$ cat config.mk
export PLATFORM = sky130hd
export DESIGN_NAME = bicubic_pe_fork_join_flat
export DESIGN_NICKNAME = d
export VERILOG_FILES = /design/src/rtl/bicubic_pe_fork_join_if.sv /design/src/rtl/bicubic_pe_fork_join.sv /design/src/flat_wrapper.sv
export SDC_FILE = /design/constraint.sdc
export NUM_CORES = 1
export LEC_CHECK = 0
export CAP_MARGIN = 10
export CORE_AREA = 3 3 378 380
export DETAILED_ROUTE_END_ITERATION = 7
export DIE_AREA = 0 0 381 383
export GPL_ROUTABILITY_DRIVEN = 1
export PLACE_DENSITY = 0.49
export SYNTH_ARGS = -nofsm -noshare
export SYNTH_HDL_FRONTEND = slang
export SYNTH_SLANG_ARGS = --single-unit
$ cat constraint.sdc
create_clock -name clk -period 6 [get_ports clk]
set_input_delay 1.2 -clock clk [delete_from_list [all_inputs] [get_ports clk]]
set_output_delay 1.2 -clock clk [all_outputs]
set_load 0.005 [all_outputs]
$ cat src/rtl/bicubic_pe_fork_join_if.sv
// Bundle for the bicubic processing-element fork/join block.
// Groups the request fork, the per-core request/response handshakes, the
// packed output stream and the status flags.
//   slave  : the fork/join block itself
//   master : the surrounding environment (request source, cores, sink)
interface bicubic_pe_fork_join_if #(
    parameter int unsigned NUM_CHANNELS  = 3,
    parameter int unsigned CHANNEL_WIDTH = 8,
    parameter int unsigned TAPS          = 16,
    parameter int unsigned OUT_PIXELS    = 4
);
    localparam int unsigned IN_W  = TAPS * NUM_CHANNELS * CHANNEL_WIDTH;
    localparam int unsigned RSP_W = NUM_CHANNELS * OUT_PIXELS * CHANNEL_WIDTH;

    logic                    in_valid;
    logic                    in_ready;
    logic [IN_W-1:0]         in_data;
    logic                    mono_en;
    logic [NUM_CHANNELS-1:0] ch_req_valid;
    logic [NUM_CHANNELS-1:0] ch_req_ready;
    logic [IN_W-1:0]         ch_req_data;
    logic [NUM_CHANNELS-1:0] ch_rsp_valid;
    logic [NUM_CHANNELS-1:0] ch_rsp_ready;
    logic [RSP_W-1:0]        ch_rsp_data;
    logic                    out_valid;
    logic                    out_ready;
    logic [RSP_W-1:0]        out_data;
    logic                    frame_done;
    logic                    idle;

    modport slave (
        input  in_valid, in_data, mono_en, ch_req_ready, ch_rsp_valid, ch_rsp_data, out_ready,
        output in_ready, ch_req_valid, ch_req_data, ch_rsp_ready, out_valid, out_data,
               frame_done, idle
    );

    modport master (
        output in_valid, in_data, mono_en, ch_req_ready, ch_rsp_valid, ch_rsp_data, out_ready,
        input  in_ready, ch_req_valid, ch_req_data, ch_rsp_ready, out_valid, out_data,
               frame_done, idle
    );
endinterface

$ cat src/rtl/bicubic_pe_fork_join.sv
// Fork/join glue between the neighbourhood buffer and the per-channel
// bicubic cores. One 4x4 request is registered and forked to every core
// (or core 0 only in mono mode); per-channel result FIFOs absorb cores that
// drift out of lockstep and the heads are packed into one output word.
// Output handshakes are counted per frame.
// Ports:
//   clk, rst_n : clock, asynchronous active-low reset
//   bus        : slave side of bicubic_pe_fork_join_if (request in, core
//                request/response handshakes, packed output, frame_done, idle)
module bicubic_pe_fork_join #(
    parameter int unsigned NUM_CHANNELS    = 3,
    parameter int unsigned CHANNEL_WIDTH   = 8,
    parameter int unsigned TAPS            = 16,
    parameter int unsigned OUT_PIXELS      = 4,
    parameter int unsigned FIFO_DEPTH      = 4,
    parameter int unsigned WORDS_PER_FRAME = 518400
) (
    input logic                  clk,
    input logic                  rst_n,
    bicubic_pe_fork_join_if.slave bus
);
    localparam int unsigned NC      = NUM_CHANNELS;
    localparam int unsigned CW      = CHANNEL_WIDTH;
    localparam int unsigned IN_W    = TAPS * NC * CW;
    localparam int unsigned SLICE_W = OUT_PIXELS * CW;
    localparam int unsigned AW      = $clog2(FIFO_DEPTH);
    localparam logic [19:0] LAST_WORD = 20'(WORDS_PER_FRAME - 1);

    typedef enum logic {S_IDLE, S_ISSUE} state_t;

    state_t             state_q, state_d;
    logic [NC-1:0]      pending_q, req_hs, required;
    logic [IN_W-1:0]    req_data_q;
    logic               in_ready, accept;

    logic [SLICE_W-1:0] mem [NC][FIFO_DEPTH];
    logic [NC-1:0][AW:0] wr_ptr, rd_ptr;
    logic [NC-1:0]      empty, full, push, pop, rsp_ready;
    logic               out_valid, out_hs;
    logic [NC*SLICE_W-1:0] out_data;

    logic [19:0]        frame_cnt_q;
    logic               frame_done_q;
    logic               idle;

    // Mono mode only needs channel 0 forked and joined.
    assign required = bus.mono_en ? NC'(1) : '1;
    assign accept   = bus.in_valid & in_ready;
    assign req_hs   = pending_q & bus.ch_req_ready;

    // ---------------- fork FSM ----------------
    always_ff @(posedge clk or negedge rst_n) begin
        if (!rst_n) state_q <= S_IDLE;
        else        state_q <= state_d;
    end

    always_comb begin
        state_d = state_q;
        case (state_q)
            S_IDLE:  if (accept) state_d = S_ISSUE;
            S_ISSUE: if ((pending_q & ~req_hs) == '0) state_d = S_IDLE;
            default: state_d = S_IDLE;
        endcase
    end

    // in_ready is gated by rst_n so it reads 0 while reset is held.
    always_comb begin
        in_ready = rst_n && (state_q == S_IDLE);
    end

    always_ff @(posedge clk or negedge rst_n) begin
        if (!rst_n) begin
            pending_q  <= '0;
            req_data_q <= '0;
        end else if (accept) begin
            pending_q  <= required;
            req_data_q <= bus.in_data;
        end else begin
            pending_q  <= pending_q & ~req_hs;
        end
    end

    // ---------------- join FIFOs ----------------
    always_comb begin
        for (int unsigned c = 0; c < NC; c++) begin
            empty[c] = (wr_ptr[c] == rd_ptr[c]);
            full[c]  = (wr_ptr[c][AW] != rd_ptr[c][AW]) &&
                       (wr_ptr[c][AW-1:0] == rd_ptr[c][AW-1:0]);
        end
    end

    assign out_valid = &(~empty | ~required);
    assign out_hs    = out_valid & bus.out_ready;
    assign pop       = required & {NC{out_hs}};
    // A full FIFO still accepts when its head leaves in the same cycle.
    assign rsp_ready = ~full | pop;
    // Non-required channels (mono) never push, whatever their valid says.
    assign push      = bus.ch_rsp_valid & rsp_ready & required;

    always_ff @(posedge clk or negedge rst_n) begin
        if (!rst_n) begin
            wr_ptr <= '0;
            rd_ptr <= '0;
        end else begin
            for (int unsigned c = 0; c < NC; c++) begin
                if (push[c]) wr_ptr[c] <= wr_ptr[c] + (AW+1)'(1);
                if (pop[c])  rd_ptr[c] <= rd_ptr[c] + (AW+1)'(1);
            end
        end
    end

    always_ff @(posedge clk) begin
        for (int unsigned c = 0; c < NC; c++) begin
            if (push[c])
                mem[c][wr_ptr[c][AW-1:0]] <= bus.ch_rsp_data[(NC-1-c)*SLICE_W +: SLICE_W];
        end
    end

    // Repack channel-major FIFO heads into pixel-major output words.
    always_comb begin
        logic [SLICE_W-1:0] head;
        int unsigned        src;
        out_data = '0;
        head     = '0;
        src      = 0;
        if (out_valid) begin
            for (int unsigned c = 0; c < NC; c++) begin
                src  = bus.mono_en ? 0 : c;
                head = mem[src][rd_ptr[src][AW-1:0]];
                for (int unsigned p = 0; p < OUT_PIXELS; p++) begin
                    out_data[((OUT_PIXELS-1-p)*NC + (NC-1-c))*CW +: CW] =
                        head[(OUT_PIXELS-1-p)*CW +: CW];
                end
            end
        end
    end

    // ---------------- frame counting ----------------
    always_ff @(posedge clk or negedge rst_n) begin
        if (!rst_n) begin
            frame_cnt_q  <= '0;
            frame_done_q <= 1'b0;
        end else begin
            frame_done_q <= 1'b0;
            if (out_hs) begin
                if (frame_cnt_q == LAST_WORD) begin
                    frame_cnt_q  <= '0;
                    frame_done_q <= 1'b1;
                end else begin
                    frame_cnt_q  <= frame_cnt_q + 20'd1;
                end
            end
        end
    end

    assign idle = (state_q == S_IDLE) && (&empty);

    assign bus.in_ready     = in_ready;
    assign bus.ch_req_valid = pending_q;
    assign bus.ch_req_data  = req_data_q;
    assign bus.ch_rsp_ready = rsp_ready;
    assign bus.out_valid    = out_valid;
    assign bus.out_data     = out_data;
    assign bus.frame_done   = frame_done_q;
    assign bus.idle         = idle;

    mono_stable_when_busy: assert property (
        @(posedge clk) disable iff (!rst_n) !idle |-> $stable(bus.mono_en)
    ) else $error("mono_en changed while busy");
endmodule

$ cat src/flat_wrapper.sv
// flat-port wrapper written by rule: the top's interface ports become plain ports
module bicubic_pe_fork_join_flat 
#(
    parameter int unsigned NUM_CHANNELS    = 3,
    parameter int unsigned CHANNEL_WIDTH   = 8,
    parameter int unsigned TAPS            = 16,
    parameter int unsigned OUT_PIXELS      = 4,
    parameter int unsigned FIFO_DEPTH      = 4,
    parameter int unsigned WORDS_PER_FRAME = 518400
)
  (clk, rst_n, bus_in_valid, bus_in_data, bus_mono_en, bus_ch_req_ready, bus_ch_rsp_valid, bus_ch_rsp_data, bus_out_ready, bus_in_ready, bus_ch_req_valid, bus_ch_req_data, bus_ch_rsp_ready, bus_out_valid, bus_out_data, bus_frame_done, bus_idle);
  bicubic_pe_fork_join_if #(.NUM_CHANNELS(NUM_CHANNELS), .CHANNEL_WIDTH(CHANNEL_WIDTH), .TAPS(TAPS), .OUT_PIXELS(OUT_PIXELS)) bus_i ();
  input logic clk;
  input logic rst_n;
  input wire logic [$bits(bus_i.in_valid)-1:0] bus_in_valid;
  input wire logic [$bits(bus_i.in_data)-1:0] bus_in_data;
  input wire logic [$bits(bus_i.mono_en)-1:0] bus_mono_en;
  input wire logic [$bits(bus_i.ch_req_ready)-1:0] bus_ch_req_ready;
  input wire logic [$bits(bus_i.ch_rsp_valid)-1:0] bus_ch_rsp_valid;
  input wire logic [$bits(bus_i.ch_rsp_data)-1:0] bus_ch_rsp_data;
  input wire logic [$bits(bus_i.out_ready)-1:0] bus_out_ready;
  output wire logic [$bits(bus_i.in_ready)-1:0] bus_in_ready;
  output wire logic [$bits(bus_i.ch_req_valid)-1:0] bus_ch_req_valid;
  output wire logic [$bits(bus_i.ch_req_data)-1:0] bus_ch_req_data;
  output wire logic [$bits(bus_i.ch_rsp_ready)-1:0] bus_ch_rsp_ready;
  output wire logic [$bits(bus_i.out_valid)-1:0] bus_out_valid;
  output wire logic [$bits(bus_i.out_data)-1:0] bus_out_data;
  output wire logic [$bits(bus_i.frame_done)-1:0] bus_frame_done;
  output wire logic [$bits(bus_i.idle)-1:0] bus_idle;
  assign bus_i.in_valid = bus_in_valid;
  assign bus_i.in_data = bus_in_data;
  assign bus_i.mono_en = bus_mono_en;
  assign bus_i.ch_req_ready = bus_ch_req_ready;
  assign bus_i.ch_rsp_valid = bus_ch_rsp_valid;
  assign bus_i.ch_rsp_data = bus_ch_rsp_data;
  assign bus_i.out_ready = bus_out_ready;
  assign bus_in_ready = bus_i.in_ready;
  assign bus_ch_req_valid = bus_i.ch_req_valid;
  assign bus_ch_req_data = bus_i.ch_req_data;
  assign bus_ch_rsp_ready = bus_i.ch_rsp_ready;
  assign bus_out_valid = bus_i.out_valid;
  assign bus_out_data = bus_i.out_data;
  assign bus_frame_done = bus_i.frame_done;
  assign bus_idle = bus_i.idle;
  bicubic_pe_fork_join #(.NUM_CHANNELS(NUM_CHANNELS), .CHANNEL_WIDTH(CHANNEL_WIDTH), .TAPS(TAPS), .OUT_PIXELS(OUT_PIXELS), .FIFO_DEPTH(FIFO_DEPTH), .WORDS_PER_FRAME(WORDS_PER_FRAME)) u_core (.clk(clk), .rst_n(rst_n), .bus(bus_i));
endmodule
==> results of run 1 <==
## metrics by stage
step / std cells / hold WS, ps / utilization, %
CTS: 5221 / 310 / 34.5
global route: 5235 / 333 / 34.5
global placement: 5041 / 474 / 32.2
finish: 5249 / 366 / 34.5
detailed placement: 5041 / 477 / 32.2
floorplan: 2280 / 448 / -
## power by group
part / switching [mW] / internal [mW] / total [mW]
clock: 2.52 / 3.51 / 6.03
combinational: 4.62 / 4.06 / 8.68
sequential: 0.562 / 6.94 / 7.50
total: 7.71 / 14.5 / 22.2
## cells in the final DEF (no fill, tap or decap), drive strengths merged, types with 33 or more instances in the layout
cell type / Yosys / routed
clkdlybuf4s50: 0 / 978
dfrtp: 427 / 427
mux2: 424 / 424
edfxtp: 384 / 384
nand2: 282 / 282
nand3: 205 / 205
clkbuf: 80 / 139
a21oi: 69 / 69
mux2i: 67 / 67
a211oi: 64 / 64
buf: 60 / 48
nor2b: 36 / 36
o211ai: 33 / 33
## final cells by class
| cell class | instances | area, µm² | area share, % |
|---|---|---|---|
| tap | 1876 | 2350 | 4.87 |
| antenna | 27 | 67.6 | 0.140 |
| inverter | 16 | 61.3 | 0.127 |
| multi-input combinational | 1313 | 9990 | 20.7 |
| clock inverter | 41 | 508 | 1.05 |
| timing repair buffer | 1026 | 10300 | 21.3 |
| sequential | 811 | 22200 | 46.1 |
| clock buffer | 139 | 2720 | 5.64 |
## final timing paths
path / endpoint / slack (ps) / depth (start not counted)
worst max-delay path: bus_out_data[91] / 540 / 6
worst min-delay path: u_core.bus.ch_req_data[290] / 370 / 1
worst max register to register: u_core.mem[0][88] / 1920 / 6
worst min register to register: u_core.frame_cnt_q[18] / 490 / 1
max in group asynchronous: u_core.rd_ptr[1] / 2930 / 4
min in group clk: u_core.frame_cnt_q[18] / 490 / 1
## kinds of logic (layout without fill, tap and decap cells)
group / after synthesis / count (layout) / share of synthesized area (%)
AO/OA/AOI/OAI: 210 / 210 / 4.21
XOR/XNOR: 25 / 25 / 0.668
adder cells (fa/ha/maj): 16 / 16 / 0.611
buffers and inverters: 156 / 1222 / 2.03
flip-flops: 811 / 811 / 67.8
multiplexers: 491 / 491 / 16.6
other: 0 / 27 / 0
AND/OR/NAND/NOR: 571 / 571 / 8.04
## per-layer routing
layer | GRT usage (%) | wire length [µm] | up-vias
li1 | - | - | 10393
met4 | 6.17 | 5390 | 24
met5 | 0 | 149 | -
met2 | 39.8 | 85300 | 1009
met3 | 6.03 | 12000 | 302
met1 | 25.6 | 63600 | 12091
## registers in the layout (all words and copies together), names as in the netlist
register,count
u_core.bus.ch_req_data,384
u_core.mem,384
u_core.frame_cnt_q,20
u_core.rd_ptr,9
u_core.wr_ptr,9
u_core.bus.ch_req_valid,3
u_core.bus.frame_done,1
u_core.state_q,1
## worst max-delay path: cells and delay by family
family                 cells  cell delay, ps
buffers and inverters      3            1490
AND/OR/NAND/NOR            2             780
AO/OA/AOI/OAI              1             680
==> reports/metrics.yaml, run 1 <==
status:
  status: "completed"
clock_network:
  cts.path.max_buffers: 3
  post_cts_resized: 0
  htree_levels: 3
  ctsHoldBuffers: 0
  cts_made_buffers: 98
  cts_sinks: 811
  clkLatencyLatePin_ps: 700
  cts_tree: "yes"
  path_clk_slew_ps: 60
  cts_root_buf: "clkbuf_16"
  post_cts_buffers: 0
synth:
  synth_top_cells_by_count: "427 x dfrtp_1, 422 x mux2_2, 384 x edfxtp_1, 281 x nand2_1, 204 x nand3_1"
  synth_fp_nets: 2787
  ys_top_cells_by_area: "edfxtp_1 35%, dfrtp_1 33%, mux2_2 15%"
  synth-seq-area-share_pct: 67.8
  yosys_warnings: 0
  synth_cell_types: 50
  synth_top_area_share_pct: 35.2
  synthesis.area_um2: 32800
  syn_inst: 2280
  synth_edf_count: 384
  yosysTopAreaCell: "edfxtp_1"
  yosys_most_used_dff: "dfrtp_1"
  yosys.cell_count.top_type: "dfrtp_1"
  synth_area_per_cell_um2: 14.4
  yosys_register_bits: 811
  ys_async_sr_fraction_pct: 52.7
worst_setup_path:
  critPathArrivalTime_ps: 4260
  cpMostUsedCell: "buf_4"
  crit_fanout: 38
  cp-end-kind: "primary output"
  crit_required_ps: 4800
  critPathSlowestCell: "a211oi_1"
  criticalPathCategory: "input port to primary output"
  max_stage_delay_ps: 680
  crit_chain: "buf_4 -> or4b_1 -> nand3_4 -> buf_4 -> a211oi_1 -> clkdlybuf4s50_1"
  setup.worst_path.start: "bus_mono_en"
  crit-reg2reg-launch: "u_core.rd_ptr[1]"
  crit_path_start_kind: "input port"
power:
  p_leak_nw: 18.1
  power.total_mw: 22.2
  p_per_area_nw_per_um2: 461
  vdd_drop_max_mv: 0.354
place:
  postPlaceCellArea_um2: 44900
  hpwl_um: 133000
  gp_congestion: 0.848
  pre_cts_ws_ps: 654
  port_buffers: 980
floorplanning:
  rows: 137
  initial_utilization_pct: 23.5
  core_area_um2: 140000
  die-area_um2: 146000
  die_x_um: 381
  die_h_um: 383
  ios: 981
run:
  max-cap-violations: 0
detailed_routing:
  postRouteWirelength_um: 166000
  detail-route-antenna-nets: 0
  drtPass1Iterations: 5
  initialDrtViolationCount: 1659
  drc: 0
  vias_per_cell: 4.54
  wl_per_cell_um: 31.7
  vias: 23819
sta:
  maxSlewHeadroom_pct: 23.4
  finalClockSkew_ps: 26.3
  setup_violations: 0
  rsz0062_at_grt: "false"
  max_freq_mhz: 183
  hold_viol_final: 0
  fin_setup_tns_ps: 0
  fin_crit_sh_pct: 91.1
  fin_ws_ps: 537
  slew_viol_final: 0
  period_needed_ps: 5460
  tightest_slew_ps: 1150
cells_and_area:
  fillers: 13774
  area_delta_synth_final_pct: 47.0
  final_layout_size_suffix_gt1_share_pct: 19.2
  final_area_um2: 48200
  num-nets-final: 3773
global_route:
  track_usage_pct: 22.1
  first_global_vias: 23620
  grt_first_pass_wirelength_um: 218000
  antenna_found_initial: 112
  overflow: 0
  grt_max_degree: 140
min_path:
  hp-class: "input port to asynchronous set/reset pin"
(Power assumes the default switching activity.)
==> run 2, diff against run 1 <==
HOLD_SLACK_MARGIN = 0.1   (was unset)
==> results of run 2 <==
Final layout, timing and power as in run 1 (identical DEF).
